[config.mk]
export PLATFORM = sky130hd
export DESIGN_NAME = uart_tx_arbiter_flat
export DESIGN_NICKNAME = d
export VERILOG_FILES = /design/src/rtl/uart_tx_arbiter_if.sv /design/src/rtl/uart_tx_arbiter.sv /design/src/flat_wrapper.sv
export SDC_FILE = /design/constraint.sdc
export NUM_CORES = 1
export LEC_CHECK = 0
export ABC_CLOCK_PERIOD_IN_PS = 2400
export CORE_UTILIZATION = 40
export CTS_CLUSTER_SIZE = 12
export DETAILED_ROUTE_END_ITERATION = 8
export GPL_ROUTABILITY_DRIVEN = 0
export PLACE_DENSITY_LB_ADDON = 0.25
export SLEW_MARGIN = 5
export SYNTH_ARGS = -nofsm -noshare
export SYNTH_HDL_FRONTEND = slang
export SYNTH_SLANG_ARGS = --single-unit
[constraint.sdc]
create_clock -name clk_i -period 2.4 [get_ports clk_i]
set_clock_uncertainty 0.05 [all_clocks]
set_input_delay 0.48 -clock clk_i [delete_from_list [all_inputs] [get_ports clk_i]]
set_output_delay 0.48 -clock clk_i [all_outputs]
set_load 0.01 [all_outputs]
[src/rtl/uart_tx_arbiter_if.sv]
`default_nettype none
// ============================================================================
// Module   : uart_tx_arbiter_if
// Brief    : Requester-side and transmitter-side signals of uart_tx_arbiter.
// Revision : 1.0
// ============================================================================
interface uart_tx_arbiter_if #(
    parameter int NUM_REQ = 4,
    parameter int DATA_W  = 8
);
    logic                      en_i;
    logic [NUM_REQ-1:0]        req_i;
    logic [NUM_REQ*DATA_W-1:0] data_i;
    logic [NUM_REQ-1:0]        gnt_o;
    logic [NUM_REQ-1:0]        done_o;
    logic [NUM_REQ-1:0]        err_o;
    logic                      tx_start_o;
    logic [DATA_W-1:0]         tx_data_o;
    logic                      tx_done_i;
    logic                      tx_err_i;
    logic                      busy_o;
    logic                      timeout_o;

    modport master (
        output en_i, req_i, data_i, tx_done_i, tx_err_i,
        input  gnt_o, done_o, err_o, tx_start_o, tx_data_o, busy_o, timeout_o
    );

    modport slave (
        input  en_i, req_i, data_i, tx_done_i, tx_err_i,
        output gnt_o, done_o, err_o, tx_start_o, tx_data_o, busy_o, timeout_o
    );
endinterface
`default_nettype wire

[src/rtl/uart_tx_arbiter.sv]
`default_nettype none
// ============================================================================
// Module   : uart_tx_arbiter
// Brief    : Round-robin sharing of one uart_tx among NUM_REQ requesters.
//            Define UART_ARB_TIMEOUT_EN to build the BUSY watchdog.
// Revision : 1.0
// ============================================================================
module uart_tx_arbiter #(
    parameter int NUM_REQ        = 4,
    parameter int DATA_W         = 8,
    parameter int TIMEOUT_CYCLES = 200000
) (
    input  wire logic         clk_i,
    input  wire logic         rst_i,
    uart_tx_arbiter_if.slave  bus
);
    localparam int c_PTR_W = $clog2(NUM_REQ);

    typedef enum logic [1:0] {
        S_IDLE    = 2'd0,
        S_BUSY    = 2'd1,
        S_RECOVER = 2'd2
    } state_t;

    state_t              state_q, state_d;
    logic [c_PTR_W-1:0]  ptr_q, ptr_d;
    logic [c_PTR_W-1:0]  idx_q, idx_d;
    logic [DATA_W-1:0]   tx_data_q, tx_data_d;
    logic                tx_start_q, tx_start_d;
    logic [NUM_REQ-1:0]  gnt_q, gnt_d;
    logic [NUM_REQ-1:0]  done_q, done_d;
    logic [NUM_REQ-1:0]  err_q, err_d;
    logic                timeout_q, timeout_d;
    logic                done_hist_q, done_hist_d;

    logic                w_tx_rise;
    logic                w_expire;
    logic                w_win_found;
    logic [c_PTR_W-1:0]  w_win_idx;
    int                  w_j;

    assign w_tx_rise = bus.tx_done_i & ~done_hist_q;

`ifdef UART_ARB_TIMEOUT_EN
    localparam int c_CNT_W = (TIMEOUT_CYCLES > 2) ? $clog2(TIMEOUT_CYCLES) : 1;

    logic [c_CNT_W-1:0] cnt_q, cnt_d;

    // Held at zero outside BUSY, so each frame starts counting from 0.
    always_comb begin
        cnt_d = '0;
        if (state_q == S_BUSY) begin
            cnt_d = cnt_q + 1'b1;
        end
    end

    always_ff @(posedge clk_i) begin
        if (!rst_i) begin
            cnt_q <= '0;
        end else begin
            cnt_q <= cnt_d;
        end
    end

    assign w_expire = (state_q == S_BUSY) && (cnt_q == c_CNT_W'(TIMEOUT_CYCLES - 1));
`else
    assign w_expire = 1'b0;
`endif

    // First set request at or above ptr, wrapping to 0.
    always_comb begin
        w_win_found = 1'b0;
        w_win_idx   = '0;
        w_j         = 0;
        for (int i = 0; i < NUM_REQ; i++) begin
            w_j = int'(ptr_q) + i;
            if (w_j >= NUM_REQ) begin
                w_j = w_j - NUM_REQ;
            end
            if (!w_win_found && bus.req_i[w_j]) begin
                w_win_found = 1'b1;
                w_win_idx   = c_PTR_W'(w_j);
            end
        end
    end

    always_comb begin
        state_d     = state_q;
        ptr_d       = ptr_q;
        idx_d       = idx_q;
        tx_data_d   = tx_data_q;
        tx_start_d  = tx_start_q;
        gnt_d       = '0;
        done_d      = '0;
        err_d       = '0;
        timeout_d   = 1'b0;
        done_hist_d = bus.tx_done_i;

        case (state_q)
            S_IDLE: begin
                if (bus.en_i && w_win_found && !bus.tx_done_i) begin
                    gnt_d[w_win_idx] = 1'b1;
                    tx_data_d        = bus.data_i[int'(w_win_idx)*DATA_W +: DATA_W];
                    tx_start_d       = 1'b1;
                    idx_d            = w_win_idx;
                    state_d          = S_BUSY;
                end
            end
            S_BUSY: begin
                // A genuine completion takes priority over a coincident expiry.
                if (w_tx_rise || w_expire) begin
                    tx_start_d     = 1'b0;
                    done_d[idx_q]  = 1'b1;
                    err_d[idx_q]   = w_tx_rise ? bus.tx_err_i : 1'b1;
                    timeout_d      = ~w_tx_rise;
                    ptr_d          = (int'(idx_q) == NUM_REQ - 1) ? '0 : idx_q + 1'b1;
                    state_d        = S_RECOVER;
                end
            end
            S_RECOVER: begin
                if (!bus.tx_done_i) begin
                    state_d = S_IDLE;
                end
            end
            default: begin
                state_d    = S_IDLE;
                tx_start_d = 1'b0;
            end
        endcase
    end

    always_ff @(posedge clk_i) begin
        if (!rst_i) begin
            state_q     <= S_IDLE;
            ptr_q       <= '0;
            idx_q       <= '0;
            tx_data_q   <= '0;
            tx_start_q  <= 1'b0;
            gnt_q       <= '0;
            done_q      <= '0;
            err_q       <= '0;
            timeout_q   <= 1'b0;
            done_hist_q <= 1'b0;
        end else begin
            state_q     <= state_d;
            ptr_q       <= ptr_d;
            idx_q       <= idx_d;
            tx_data_q   <= tx_data_d;
            tx_start_q  <= tx_start_d;
            gnt_q       <= gnt_d;
            done_q      <= done_d;
            err_q       <= err_d;
            timeout_q   <= timeout_d;
            done_hist_q <= done_hist_d;
        end
    end

    assign bus.gnt_o      = gnt_q;
    assign bus.done_o     = done_q;
    assign bus.err_o      = err_q;
    assign bus.tx_start_o = tx_start_q;
    assign bus.tx_data_o  = tx_data_q;
    assign bus.busy_o     = (state_q != S_IDLE);
    assign bus.timeout_o  = timeout_q;
endmodule
`default_nettype wire

[src/flat_wrapper.sv]
// flat-port wrapper written by rule: the top's interface ports become plain ports
module uart_tx_arbiter_flat 
#(
    parameter int NUM_REQ        = 4,
    parameter int DATA_W         = 8,
    parameter int TIMEOUT_CYCLES = 200000
)
  (clk_i, rst_i, bus_en_i, bus_req_i, bus_data_i, bus_tx_done_i, bus_tx_err_i, bus_gnt_o, bus_done_o, bus_err_o, bus_tx_start_o, bus_tx_data_o, bus_busy_o, bus_timeout_o);
  uart_tx_arbiter_if #(.NUM_REQ(NUM_REQ), .DATA_W(DATA_W)) bus_i ();
  input  wire logic clk_i;
  input  wire logic rst_i;
  input wire logic [$bits(bus_i.en_i)-1:0] bus_en_i;
  input wire logic [$bits(bus_i.req_i)-1:0] bus_req_i;
  input wire logic [$bits(bus_i.data_i)-1:0] bus_data_i;
  input wire logic [$bits(bus_i.tx_done_i)-1:0] bus_tx_done_i;
  input wire logic [$bits(bus_i.tx_err_i)-1:0] bus_tx_err_i;
  output wire logic [$bits(bus_i.gnt_o)-1:0] bus_gnt_o;
  output wire logic [$bits(bus_i.done_o)-1:0] bus_done_o;
  output wire logic [$bits(bus_i.err_o)-1:0] bus_err_o;
  output wire logic [$bits(bus_i.tx_start_o)-1:0] bus_tx_start_o;
  output wire logic [$bits(bus_i.tx_data_o)-1:0] bus_tx_data_o;
  output wire logic [$bits(bus_i.busy_o)-1:0] bus_busy_o;
  output wire logic [$bits(bus_i.timeout_o)-1:0] bus_timeout_o;
  assign bus_i.en_i = bus_en_i;
  assign bus_i.req_i = bus_req_i;
  assign bus_i.data_i = bus_data_i;
  assign bus_i.tx_done_i = bus_tx_done_i;
  assign bus_i.tx_err_i = bus_tx_err_i;
  assign bus_gnt_o = bus_i.gnt_o;
  assign bus_done_o = bus_i.done_o;
  assign bus_err_o = bus_i.err_o;
  assign bus_tx_start_o = bus_i.tx_start_o;
  assign bus_tx_data_o = bus_i.tx_data_o;
  assign bus_busy_o = bus_i.busy_o;
  assign bus_timeout_o = bus_i.timeout_o;
  uart_tx_arbiter #(.NUM_REQ(NUM_REQ), .DATA_W(DATA_W), .TIMEOUT_CYCLES(TIMEOUT_CYCLES)) u_core (.clk_i(clk_i), .rst_i(rst_i), .bus(bus_i));
endmodule
* Word level (Yosys, flattened, before mapping) *
Index checks and enable logic that the tools add are counted.

storage, ports and cells
  output and inout port bits = 23
  logic and storage cells = 98
  bits of input ports = 41
  bits in registers = 29

operators by class
  magnitude comparators = 12
  shift operators = 1
  bitwise gates (word level) = 5
  reductions and logical operators = 19
  add/sub/neg operators = 8
  eq/ne operators = 6
  mux-type cells = 37

operators by type and width
  kind                                                  number
  < comparator 32 x 4 -> 1 bit, second input constant   4
  two-way mux 32 bit                                    4
  >= comparator 32 x 4 -> 1 bit, second input constant  3
  subtractor 32 x 4 -> 32 bit, second input constant    3
  indexed part select 32 x 6 -> 8 bit                   1
  two-way mux 1 bit                                     17
  two-way mux 2 bit                                     8
  AND reduction 3 bit                                   4
  binary-select mux 1 bit (select 2 bit)                4
  logical AND 1 bit                                     7
  adder 2 x 2 -> 3 bit, second input constant           2
  < comparator 2 x 3 -> 1 bit, second input constant    2
  case mux 2 bit (3 select lines)                       1
  bitwise AND 4 bit                                     1
  demux 1 bit (select 2 bit)                            2
  equality test 2 x 1 -> 1 bit, second input constant   2
  >= comparator 2 x 1 -> 1 bit, second input constant   2
  logical NOT 1 bit                                     4
  != test 2 x 1 -> 1 bit, second input constant         2
  AND reduction 2 bit                                   2
  subtractor 2 x 3 -> 4 bit, second input constant      1
  adder 2 x 1 -> 3 bit, second input constant           1
  >= comparator 2 x 3 -> 1 bit, second input constant   1
  NOT 1 bit                                             3
  7 further kinds                                       7

* Depth between registers and ports, before layout *
Gate-level depths: netlist of the first run.

  depth after elaboration = 19
  depth in mapped cells = 7
  mapped depth without buffers = 5

* Worst setup path before layout of the first run *
Ideal clock, no wire load.

  path kind = input -> register
  from = input port bus_req_i[2]
  to = register u_core.tx_data_q[6], in the netlist u_core.bus.tx_data_o[6]
  library setup time = 136 ps
  path buffers = 1
  data arrival time = 1672 ps
  stages on the path = 6
  required time = 2214 ps
  slack = 542 ps
  path through = mux2i_1 -> nor2_2 -> or3_1 -> buf_6 -> a2111oi_0 -> a211oi_1

between the ends
  word-level cells in the longest chain between the ends = 16
  elaborated cells on any way between the ends = 30
  classes of those cells = shift (1); mux (20); reduce/logical (9)

RTL lines
  what                                                                                             line                    text
  start: declaration                                                                               flat_wrapper.sv:13      input wire logic [$bits(bus_i.req_i)-1:0] bus_req_i;
  parallel branches: the longest is 16 deep, another holds binary-select mux 1 bit (select 2 bit)  n/a
  end signal: assignment                                                                           uart_tx_arbiter.sv:148  tx_data_q <= tx_data_d;
  end: declaration                                                                                 uart_tx_arbiter.sv:28   logic [DATA_W-1:0] tx_data_q, tx_data_d;

Parallel ways; which one is timed is not known. The select of a mux whose other input is x is not followed.
A chain may end at the register's enable or synchronous reset.

* Final worst setup path of the first run *
  from = input port bus_req_i[2]
  to = register u_core.tx_data_q[1], in the netlist u_core.bus.tx_data_o[1]

Same word-level chain as after synthesis.

==> out/qor.csv, run 1 <==
stage,metric,value,unit
synth,top area cells in the synthesized netlist,"dfxtp_1 (43%), nand2_1 (5.9%), a2111oi_0 (5.2%)",
synth,syn_nets,191,
setup_path,CP arrival,2.27,ns
die,num ports,64,
synth,Post-Syn Area per Cell,9.20,sq um
cts,CTS H-Tree Depth,2,
grt,GRT Residual Overflow,0,
cts,CTS tree,yes,
synth,Yosys Warn Count,0,
status,outcome,"finished, final reports clean",
synth,post-synthesis xor/xnor area fraction,0,%
setup_path,Worst EP required,2.54,ns
grt,vias in the first global route,1333,
die,chip height,60.0,microns
sta,Final Slew Violations,0,
synth,Yosys top cell by area,dfxtp_1,
synth,Seq cells post-synth,29,
flow_run,max-capacitance violation count,0,
finish,ANT cells,0,
route,vias per cell,5.23,
cts,Clock transition at path regs,0.09,ns
route,wire length per cell,13.0,microns
sta,unrepaired setup endpoints after global routing,no,
grt,initial antenna violation count,0,
finish,Final nets,267,
synth,synth unique cells,32,
route,first-pass iteration count of the detailed router,4,
route,Total Routed Length,3.46,mm
synth,"Seq/Total Area, Yosys",43.2,%
power_and_ir_drop,leakage power,0.812,nW
grt,first-pass GRT wire length,5.44,mm
die,Cell Rows,20,
finish,"non-filler cells, final",266,
power_and_ir_drop,Pwr Density,510,nW/um^2
route,DRC Markers,0,
worst_hold_path,Hold Crit Class,reg2reg,
sta,final period utilization,88.8,%
cts,maximum clock path buffer count,2,
placed_design,port bufs,63,
finish,share of cells above drive strength 1,11.3,%
sta,Setup-failing EPs final,0,
synth,adder-cell area share of the yosys netlist,3.72,%
setup_path,CP startpoint kind,input pin,
finish,area delta synth->final,60.1,%
cts,hold_buf cts,0,
finish,"commonest non-fill, non-tap cell in the layout",clkdlybuf4s50_1,
route,DRT iter0 DRCs,48,
setup_path,critical path type,in2reg,
cts,Worst-Skew Late Latency,0.32,ns
synth,largest family of logic cells by synthesized area,simple AND/OR/NAND/NOR gates,
route,Final ANT Viol Nets,0,
setup_path,maximum fanout along the worst path,10,
route,via count,1391,
placed_design,Final HPWL DP,2.74,mm
die,core area,3130,sq um
synth,Synth Area in Compound Gates,22.1,%
synth,Synth top area share,43.2,%
power_and_ir_drop,Final Total Pwr,0.00110,W
finish,# fillers,255,
sta,final hold vios,0,
synth,Post-Syn Area,1340,sq um
die,starting density of the core,43.0,%
sta,Period minus WS final,2.13,ns
synth,Syn Inst Count,146,
cts,root buf cell,clkbuf_4,
cts,CTS buffer count,5,
die,Die Area,3600,sq um
sta,max frequency,0.469,GHz
cts,post-CTS sizing,0,
grt,All-Layer GR Usage,20.2,%
power_and_ir_drop,highest ir drop seen on vdd,332,uV
synth,mux cell area share after synthesis,1.49,%
synth,post-synthesis simple-gate area fraction,25.4,%
setup_path,crit end category,flop,
grt,pin count of the biggest net entering global routing,19,
cts,post-CTS setup buffers,0,
placed_design,Cells after DPL,259,
finish,most frequent cells in the layout,"clkdlybuf4s50_1 (63), dfxtp_1 (29), nand2_1 (21)",
die,chip width,60.0,microns
cts,Sink Count,29,
[flip-flops by register name, summed over array words and instances (netlist names)]
register / count
u_core.bus.done_o: 4
u_core.bus.err_o: 4
u_core.bus.gnt_o: 4
u_core.bus.timeout_o: 1
u_core.bus.tx_data_o: 8
u_core.bus.tx_start_o: 1
u_core.done_hist_q: 1
u_core.idx_q: 2
u_core.ptr_q: 2
u_core.state_q: 2
[critical path, cell delays in order]
cell and delay, ns:
clkdlybuf4s50_1 0.44, mux2i_1 0.18, nor2_2 0.06, or3_1 0.49, a2111oi_0 0.53, a311oi_1 0.08
[worst paths after layout]
path | from | end | depth (start not counted) | slack (ns)
setup reg to reg | u_core.ptr_q[1]$_SDFFE_PN0P_ | u_core.bus.tx_data_o[1]$_SDFFE_PN0P_ | 5 | 0.39
setup / recovery | bus_req_i[2] | u_core.bus.tx_data_o[1]$_SDFFE_PN0P_ | 6 | 0.27
hold / removal | u_core.bus.tx_start_o$_SDFFE_PN0P_ | u_core.bus.tx_start_o$_SDFFE_PN0P_ | 2 | 0.44
hold reg to reg | u_core.bus.tx_start_o$_SDFFE_PN0P_ | u_core.bus.tx_start_o$_SDFFE_PN0P_ | 2 | 0.44
[logic make-up after synthesis]
group / after synthesis
flops: 29
fa+ha+maj: 4
compound gates: 41
buf+inv: 9
mux: 2
simple gates: 60
other cells: 1
[area by class of cell]
class / count / area, sq um / area share (%)
clock inverter: 2 / 35.0 / 1.63
inverter: 3 / 11.3 / 0.523
multi-input combinational: 108 / 712 / 33.1
clock buffer: 5 / 37.5 / 1.74
tap: 44 / 55.1 / 2.56
sequential: 29 / 581 / 27.0
timing repair buffer: 75 / 721 / 33.5
[metal layers]
metal | vias up | routed length (microns) | global-route usage (%)
li1 | 694 | - | -
met1 | 639 | 1430 | 22.3
met3 | 7 | 207 | 7.79
met2 | 51 | 1790 | 35.2
met4 | 0 | 40 | 6.98
met5 | - | 0 | 0
[where the power goes]
group | leakage, nW | internal, W | total, W | switching [W]
logic | 0.535 | 0.000129 | 0.000217 | 0.0000881
clock network | 0.0410 | 0.000212 | 0.000368 | 0.000156
registers | 0.236 | 0.000500 | 0.000512 | 0.0000122
[synth_stat cells]
cell type and n:
nand2_1 21, nor3b_1 1, buf_6 2, or2_2 1, or3_1 1, o21a_1 3, nor2_2 2, buf_2 2
a311oi_1 7, o21ai_0 11, o41a_1 1, clkbuf_1 2, inv_1 3, nor2_1 5, nand2b_1 3, a2111oi_0 8
conb_1 1, dfxtp_1 29, and3_1 8, nor3b_2 1, o22ai_1 1, nor4b_1 8, and2_1 6, a21oi_1 3
a21oi_2 1, a21boi_0 4, ha_1 4, a211oi_1 1, o41ai_1 1, nor3_2 1, mux2i_1 2, nor2b_1 2
[stage by stage]
step / util [%] / setup slack [ns] / TNS, ns / hold slack (ns) / area [sq um]
after floorplan: - / 0.542 / 0 / 0.430 / 1340
after global placement: 66.5 / 0.00522 / 0 / 0.399 / 2080
after detailed placement: 66.5 / -0.0805 / -0.161 / 0.445 / 2080
after CTS: 68.8 / 0.272 / 0 / 0.457 / 2150
after global routing: 68.8 / 0.143 / 0 / 0.482 / 2150
final: 68.8 / 0.269 / 0 / 0.436 / 2150
Power figures use the tool's default switching activity.
==> run 2, diff against run 1 <==
Settings changed: CORE_MARGIN set to 10.
==> run 2 against run 1 <==
  * Combinational power barely moved
  * Die area rose by 69%
  * Register-to-register slack got worse by 0.02 ns
  * Count of clock-buffer cells in the layout did not move
  * Critical path depth did not move
  * Clock power barely moved
  * Largest power group unchanged
  * Highest routed layer unchanged
==> out/qor.csv, run 2 (synthesized netlist as in run 1, its figures left out) <==
stage,metric,value,unit
status,outcome,"finished, final reports clean",
worst_hold_path,hold-critical path depth,2,
die,core area,3130,sq um
finish,multi-input logic area,712,sq um
setup_path,Worst EP required,2.53,ns
finish,cell area after layout,2150,sq um
route,DRT iter0 DRCs,55,
route,first-pass iteration count of the detailed router,4,
route,via count,1396,
sta,final hold vios,0,
die,Die Area,6080,sq um
setup_path,Critical Path Source,bus_req_i[2],
die,starting density of the core,43.0,%
setup_path,crit end category,flop,
cts,CTS buffer count,5,
route,DRC Markers,0,
finish,max FFs per register,8,
setup_path,CP arrival,2.25,ns
grt,pin count of the biggest net entering global routing,14,
finish,area delta synth->final,60.1,%
finish,# fillers,261,
sta,Period minus WS final,2.12,ns
finish,share of cells above drive strength 1,11.3,%
setup_path,maximum fanout along the worst path,11,
grt,first-pass GRT wire length,6.38,mm
die,num ports,64,
grt,vias in the first global route,1384,
grt,initial antenna violation count,0,
worst_hold_path,hold_sp,u_core.bus.tx_start_o$_SDFFE_PN0P_,
finish,ANT cells,0,
setup_path,R2R Path Start,u_core.ptr_q[1]$_SDFFE_PN0P_,
setup_path,CP startpoint kind,input pin,
route,vias per cell,5.25,
setup_path,r2r setup slk,0.37,ns
die,chip height,78.0,microns
route,Total Routed Length,4.15,mm
power_and_ir_drop,highest ir drop seen on vdd,323,uV
sta,Setup-failing EPs final,0,
sta,Final WS setup,0.281,ns
cts,Clock transition at path regs,0.09,ns
placed_design,Final HPWL DP,3.44,mm
route,wire length per cell,15.6,microns
cts,hold_buf cts,0,
setup_path,R2R depth,5,
cts,CTS H-Tree Depth,2,
route,Final ANT Viol Nets,0,
power_and_ir_drop,leakage power,0.812,nW
cts,post-CTS sizing,0,
power_and_ir_drop,Final Total Pwr,0.00110,W
die,chip width,78.0,microns
sta,max frequency,0.472,GHz
die,Cell Rows,20,
sta,Final Slew Violations,0,
cts,root buf cell,clkbuf_4,
placed_design,DP Area,2080,sq um
cts,post-CTS setup buffers,0,
sta,Hold WS,0.428,ns
worst_hold_path,Hold Crit Class,reg2reg,
finish,"commonest non-fill, non-tap cell in the layout",clkdlybuf4s50_1,
cts,Worst-Skew Late Latency,0.32,ns
worst_hold_path,worst min-delay path endpoint,u_core.bus.tx_start_o$_SDFFE_PN0P_,
sta,unrepaired setup endpoints after global routing,no,
finish,most frequent cells in the layout,"clkdlybuf4s50_1 (63), dfxtp_1 (29), nand2_1 (21)",
power_and_ir_drop,Pwr Density,513,nW/um^2
flow_run,max-capacitance violation count,0,
grt,All-Layer GR Usage,12.9,%
cts,maximum clock path buffer count,2,
cts,Sink Count,29,
finish,Final nets,267,
placed_design,port bufs,63,
finish,FF/Latch Area,581,sq um
placed_design,dpl ws,-0.0516,ns
setup_path,RR Endpoint,u_core.bus.tx_data_o[4]$_SDFFE_PN0P_,
sta,final period utilization,88.3,%
cts,CTS tree,yes,
grt,GRT Residual Overflow,0,
setup_path,critical path type,in2reg,
==> run 2: cell counts in the layout (fill, tap and decap cells not counted) <==
No cell type changed its count.
==> run 2: worst max path at each step <==
stage,cells after the start,to
2_1_floorplan,6,u_core.bus.tx_data_o[6]$_SDFFE_PN0P_
3_3_place_gp,6,u_core.bus.tx_data_o[6]$_SDFFE_PN0P_
3_5_place_dp,6,u_core.bus.tx_data_o[1]$_SDFFE_PN0P_
4_1_cts,6,u_core.bus.tx_data_o[1]$_SDFFE_PN0P_
5_1_grt,6,u_core.bus.tx_data_o[7]$_SDFFE_PN0P_
6_report,6,u_core.bus.tx_data_o[4]$_SDFFE_PN0P_
==> run 2: routing by layer <==
| metal | global-route usage [%] | part of all wire [%] |
|---|---|---|
| met1 | 12.4 | 38 |
| met2 | 23.5 | 52 |
| met3 | 6.22 | 8.6 |
| met4 | 3.94 | 1.7 |
| met5 | 0 | 0 |
==> run 2: cell type report <==
type                            count  share of cell area (%)
Multi-Input combinational cell    108                    33.1
Inverter                            3                   0.523
Clock inverter                      2                    1.63
Sequential cell                    29                    27.0
Timing Repair Buffer               75                    33.5
Clock buffer                        5                    1.74
Tap cell                           44                    2.56
==> run 2: per-stage QoR <==
| stage | util [%] | instances | setup TNS (ns) |
|---|---|---|---|
| floorplan | - | 146 | 0 |
| global placement | 66.5 | 259 | 0 |
| detailed placement | 66.5 | 259 | -0.166 |
| CTS | 68.8 | 266 | 0 |
| global route | 68.8 | 266 | 0 |
| finish | 68.8 | 266 | 0 |
==> run 2: power breakdown <==
part / internal, W / total (W) / switching [W]
combinational: 0.000129 / 0.000220 / 0.0000906
clock: 0.000212 / 0.000371 / 0.000159
sequential: 0.000500 / 0.000512 / 0.0000121
==> run 2: worst max-delay path: stages <==
cell and delay, ns:
clkdlybuf4s50_1 0.44, mux2i_1 0.18, nor2_2 0.05, or3_1 0.51
a2111oi_0 0.50, a311oi_1 0.09
==> RTL change 1 (settings of run 1) <==
Take the reset off `tx_data_q` and load it in a clocked block of its own.
--- a/src/rtl/uart_tx_arbiter.sv
+++ b/src/rtl/uart_tx_arbiter.sv
@@ -134,7 +134,6 @@
             state_q     <= S_IDLE;
             ptr_q       <= '0;
             idx_q       <= '0;
-            tx_data_q   <= '0;
             tx_start_q  <= 1'b0;
             gnt_q       <= '0;
             done_q      <= '0;
@@ -145,7 +144,6 @@
             state_q     <= state_d;
             ptr_q       <= ptr_d;
             idx_q       <= idx_d;
-            tx_data_q   <= tx_data_d;
             tx_start_q  <= tx_start_d;
             gnt_q       <= gnt_d;
             done_q      <= done_d;
@@ -153,6 +151,10 @@
             timeout_q   <= timeout_d;
             done_hist_q <= done_hist_d;
         end
+    end
+
+    always_ff @(posedge clk_i) begin
+        tx_data_q <= tx_data_d;
     end
 
     assign bus.gnt_o      = gnt_q;
Function: changed (a bounded check fails within 4 cycles, from zero or initial values and one cycle with rst_i low).
==> RTL change 1 against run 1 <==
  * Non-clock buffer count fell by 7
  * Design area fell by 2.7%
  * Maximum frequency rose by 1.4%
  * Sequential cell count did not move
  * Total power fell by 5.9%
  * Synthesized area fell by 1.4%
  * Largest cell class unchanged
  * Setup slack improved by 0.030 ns
  * Routed wire length fell by 22%
  * Critical path type unchanged
  * Die area fell by 1.3%
  * Count of clock-buffer cells in the layout rose by 3
==> RTL change 1: results (changes against run 1) <==
<table>
<tr><th>Metric</th><th>Value</th></tr>
<tr><th colspan="2">Status</th></tr>
<tr><td>Run status</td><td>finished, final reports clean</td></tr>
<tr><th colspan="2">Synthesis</th></tr>
<tr><td>Number of cells produced by synthesis</td><td>116 (-21%)</td></tr>
<tr><td>Distinct cell type count after synthesis</td><td>24 (-25%)</td></tr>
<tr><td>Number of nets produced by synthesis</td><td>161 (-16%)</td></tr>
<tr><td>Post-synth EDFFs</td><td>8 (+8)</td></tr>
<tr><td>Fraction of the yosys area taken by sequential cells</td><td>49.86% (+6.7 points)</td></tr>
<tr><td>Synth cell count leaders</td><td>29 x mux2i_1, 21 x dfxtp_1, 8 x and3_1, 8 x edfxtp_1</td></tr>
<tr><td>Top post-synthesis cells by area</td><td>dfxtp_1 32%, mux2i_1 22%, edfxtp_1 18%</td></tr>
<tr><th colspan="2">Place</th></tr>
<tr><td>DP Cell Count</td><td>223 (-14%)</td></tr>
<tr><td>Standard cell area after detailed placement</td><td>2036 um^2 (-2.1%)</td></tr>
<tr><td>Post-DP HPWL</td><td>2128 um (-22%)</td></tr>
<tr><th colspan="2">Layout</th></tr>
<tr><td>Layout cell share with drive strength beyond 1</td><td>7.487% (-3.8 points)</td></tr>
<tr><td>Net count of the finished layout</td><td>231 (-13%)</td></tr>
<tr><td>Number of filler cells placed in the layout</td><td>267 (+4.7%)</td></tr>
<tr><th colspan="2">Global route</th></tr>
<tr><td>Overall global routing resource usage</td><td>15.99% (-4.2 points)</td></tr>
<tr><td>Via count of the first global-routing pass</td><td>1025 (-23%)</td></tr>
<tr><th colspan="2">Setup path</th></tr>
<tr><td>CP max FO</td><td>14 (+4)</td></tr>
<tr><td>Startpoint of the worst register-to-register path</td><td>u_core.state_q[1]</td></tr>
<tr><td>Crit path DAT</td><td>2.31 ns (+0.04 ns)</td></tr>
<tr><td>Register-to-Register Path Depth</td><td>4 (-1)</td></tr>
<tr><td>Startpoint of the most critical setup path</td><td>bus_req_i[0]</td></tr>
<tr><th colspan="2">Power</th></tr>
<tr><td>VDD IR-drop max</td><td>0.2183 mV (-34%)</td></tr>
<tr><th colspan="2">Routing</th></tr>
<tr><td>Sum of routed wire length over all layers</td><td>2685 um (-22%)</td></tr>
<tr><td>Number of DRC violations after detailed-routing iteration 0</td><td>15 (-69%)</td></tr>
<tr><td>Via count</td><td>1084 (-22%)</td></tr>
</table>
RTL change 1: cell count changes after synthesis, sizes merged, moves of 3 or more:
cell,delta
mux2i,+27
nand2,-21
a2111oi,-8
dfxtp,-8
edfxtp,+8
o21ai,-8
nor4b,-7
a311oi,-6
nor2b,+5
a21boi,-4
and2,-3
RTL change 1: where the power goes:
| group | total (W) | internal, W | switching, W | leakage (nW) |
|---|---|---|---|---|
| registers | 0.000531 | 0.000523 | 0.00000738 | 0.245 |
| clock network | 0.000299 | 0.000144 | 0.000155 | 0.0326 |
| logic | 0.000202 | 0.000128 | 0.0000744 | 0.533 |
RTL change 1: logic make-up (layout without fill, tap and decap cells):
| group | Yosys count | after routing | share of synthesized area, % |
|---|---|---|---|
| simple gates | 33 | 33 | 15.77 |
| mux | 29 | 29 | 21.91 |
| flops | 29 | 29 | 49.86 |
| compound gates | 10 | 10 | 4.627 |
| buf+inv | 10 | 81 | 3.777 |
| fa+ha+maj | 4 | 4 | 3.777 |
| other cells | 1 | 1 | 0.2830 |
RTL change 1: how the worst min path moves through the flow:
stage | end | cells after the start | startpoint
after floorplan | u_core.ptr_q[0] | 2 | u_core.ptr_q[0]
after global placement | u_core.bus.tx_start_o | 2 | u_core.bus.tx_start_o
after detailed placement | u_core.bus.tx_start_o | 2 | u_core.bus.tx_start_o
after CTS | u_core.bus.tx_start_o | 2 | u_core.bus.tx_start_o
after global routing | u_core.bus.tx_start_o | 2 | u_core.bus.tx_start_o
final | u_core.bus.tx_start_o | 2 | u_core.bus.tx_start_o
RTL change 1: worst reg2reg max path, delay by kind of cell, from the launching register on:
kind	cells	cell delay [ns]
DFF	1	0.33
and+or+nand+nor	4	1.40
RTL change 1: metrics by stage:
| step | power [W] | utilization (%) | TNS, ns | setup WS (ns) | hold WS (ns) |
|---|---|---|---|---|---|
| final | 0.001032 | 67.50 | 0 | 0.2990 | 0.4715 |
| after global routing | 0.001073 | 67.50 | 0 | 0.1650 | 0.4965 |
| after CTS | 0.001042 | 67.50 | 0 | 0.2771 | 0.4805 |
| after detailed placement | 0.0007466 | 65.60 | -0.4159 | -0.06490 | 0.4672 |
| after global placement | 0.0007392 | 65.60 | 0 | 0.01047 | 0.4550 |
| after floorplan | 0.0006290 | - | 0 | 0.7619 | 0.4559 |
RTL change 1: routing by layer:
layer  GRT usage [%]  share of wire, %  vias to the layer above
met4           7.973              0.82                        0
met3           5.677               7.0                        3
li1                -                 -                      549
met1           15.30                39                      490
met5               0                 0                        -
met2           29.86                53                       42
RTL change 1: area by class of cell:
type,count,area [um^2],share of cell area (%)
multi-input combinational,77,620.6,29.63
clock buffer,8,58.81,2.808
sequential,29,660.6,31.54
timing repair buffer,68,680.7,32.50
tap,44,55.05,2.628
inverter,5,18.77,0.8961
==> RTL change 2 (settings of run 1) <==
Without the edit above. Add a define of `UART_ARB_TIMEOUT_EN`.
--- a/src/rtl/uart_tx_arbiter.sv
+++ b/src/rtl/uart_tx_arbiter.sv
@@ -5,6 +5,8 @@
 //            Define UART_ARB_TIMEOUT_EN to build the BUSY watchdog.
 // Revision : 1.0
 // ============================================================================
+`define UART_ARB_TIMEOUT_EN
+
 module uart_tx_arbiter #(
     parameter int NUM_REQ        = 4,
     parameter int DATA_W         = 8,
Formal check against the unedited RTL: no difference found for any inputs over 10 cycles, from zero or initial values and one cycle with rst_i low; that may be too few to reach the edited logic, so the function may still have changed.
==> RTL change 2 against run 1 <==
  * Sequential cell count increased by 18
  * Maximum frequency increased by 7.2%
  * Critical endpoint is now bus_busy_o
  * Die area increased by 56%
  * Critical path type is now flip-flop to output pin
  * Total power increased by 38%
  * Sequential share of layout area increased by 4.8 points
  * Largest power group unchanged
  * Setup slack improved by 0.14 ns
  * Highest routed layer unchanged
  * Final cell count increased by 37%
  * Synthesized area increased by 58%
  * Design area increased by 38%
  * Routed wire length increased by 32%
  * Critical path depth decreased by 4
==> RTL change 2: results (changes against run 1) <==
<table>
<tr><th>Metric</th><th>Value</th></tr>
<tr><th colspan="2">Setup path</th></tr>
<tr><td>Worst setup path class</td><td>flip-flop to output pin</td></tr>
<tr><td>Crit path DAT</td><td>1.46 ns (-0.81 ns)</td></tr>
<tr><td>Startpoint of the worst register-to-register path</td><td>u_core.state_q[1]</td></tr>
<tr><td>Worst setup endpoint</td><td>bus_busy_o</td></tr>
<tr><td>Minimum setup slack among reg-to-reg paths</td><td>0.68 ns (+0.29 ns)</td></tr>
<tr><td>CP max FO</td><td>7 (-3)</td></tr>
<tr><td>Cell with the biggest individual delay on the critical path</td><td>clkdlybuf4s50_1</td></tr>
<tr><th colspan="2">Layout</th></tr>
<tr><td>Flip-flop and latch area</td><td>940.9 um^2 (+62%)</td></tr>
<tr><td>Non-clock buffer count</td><td>69 (-8.0%)</td></tr>
<tr><td>Seq Cell Count</td><td>47 (+62%)</td></tr>
<tr><td>Number of multi-input combinational cells in the layout</td><td>163 (+51%)</td></tr>
<tr><th colspan="2">Routing</th></tr>
<tr><td>Sum of routed wire length over all layers</td><td>4562 um (+32%)</td></tr>
<tr><td>Number of DRC violations after detailed-routing iteration 0</td><td>65 (+35%)</td></tr>
<tr><th colspan="2">Power</th></tr>
<tr><td>Leakage power of the design</td><td>1.133 nW (+39%)</td></tr>
<tr><td>Ratio of total power to cell area</td><td>510.8 nW/um^2 (+0.17%)</td></tr>
<tr><th colspan="2">Place</th></tr>
<tr><td>DP Cell Count</td><td>357 (+38%)</td></tr>
<tr><td>Post-DP HPWL</td><td>3433 um (+25%)</td></tr>
<tr><td>Standard cell area after detailed placement</td><td>2869 um^2 (+38%)</td></tr>
<tr><th colspan="2">Status</th></tr>
<tr><td>Run status</td><td>finished, final reports clean</td></tr>
<tr><th colspan="2">Timing</th></tr>
<tr><td>Shortest clock period the worst path allows after layout</td><td>1.988 ns (-0.1434 ns)</td></tr>
<tr><td>Post-Route Hold Slack</td><td>0.4407 ns (+0.004895 ns)</td></tr>
<tr><th colspan="2">Min path</th></tr>
<tr><td>Number of stages on the worst hold path</td><td>1 (-1)</td></tr>
<tr><td>End of the worst hold path</td><td>u_core.cnt_q[0]</td></tr>
<tr><th colspan="2">Global route</th></tr>
<tr><td>Overall global routing resource usage</td><td>16.84% (-3.4 points)</td></tr>
<tr><th colspan="2">Synthesis</th></tr>
<tr><td>Synth cell count leaders</td><td>47 x dfxtp_1, 35 x nor2_1, 19 x nand2_1</td></tr>
<tr><td>Number of nets produced by synthesis</td><td>271 (+42%)</td></tr>
<tr><td>Mean cell area of the mapped netlist</td><td>9.415 um^2 (+2.3%)</td></tr>
</table>
## RTL change 2: cell types whose count changed in the layout (fill, tap and decap cells not counted), moves of 7 or more
cell       before  now
o21ai_0        11    2
buf_4          12    5
nor4b_1         8    0
nand3_1         0   16
and3_1          8    0
a311oi_1        7    0
a2111oi_0       8    0
nor2_1          5   35
xor2_1          0   13
mux2i_1         2   18
dfxtp_1        29   47
o221ai_1        0    8
## RTL change 2: logic make-up after synthesis
logic type | after synthesis | share of synthesized area, %
buf+inv | 15 | 2.953
fa+ha+maj | 5 | 2.953
simple gates | 101 | 25.40
flops | 47 | 44.42
xor+xnor | 16 | 6.616
mux | 18 | 8.505
compound gates | 23 | 9.155
## RTL change 2: metal layers
layer  routed length [um]  GRT usage, %
met4                   70         6.918
met2                 2301         29.23
met5                    0             0
met1                 2041         19.95
met3                  148         4.016
## RTL change 2: report_power, final
group / switching, W / internal (W)
combinational: 0.0000924 / 0.000134
clock: 0.000271 / 0.000208
sequential: 0.0000113 / 0.000797
total: 0.000375 / 0.00114
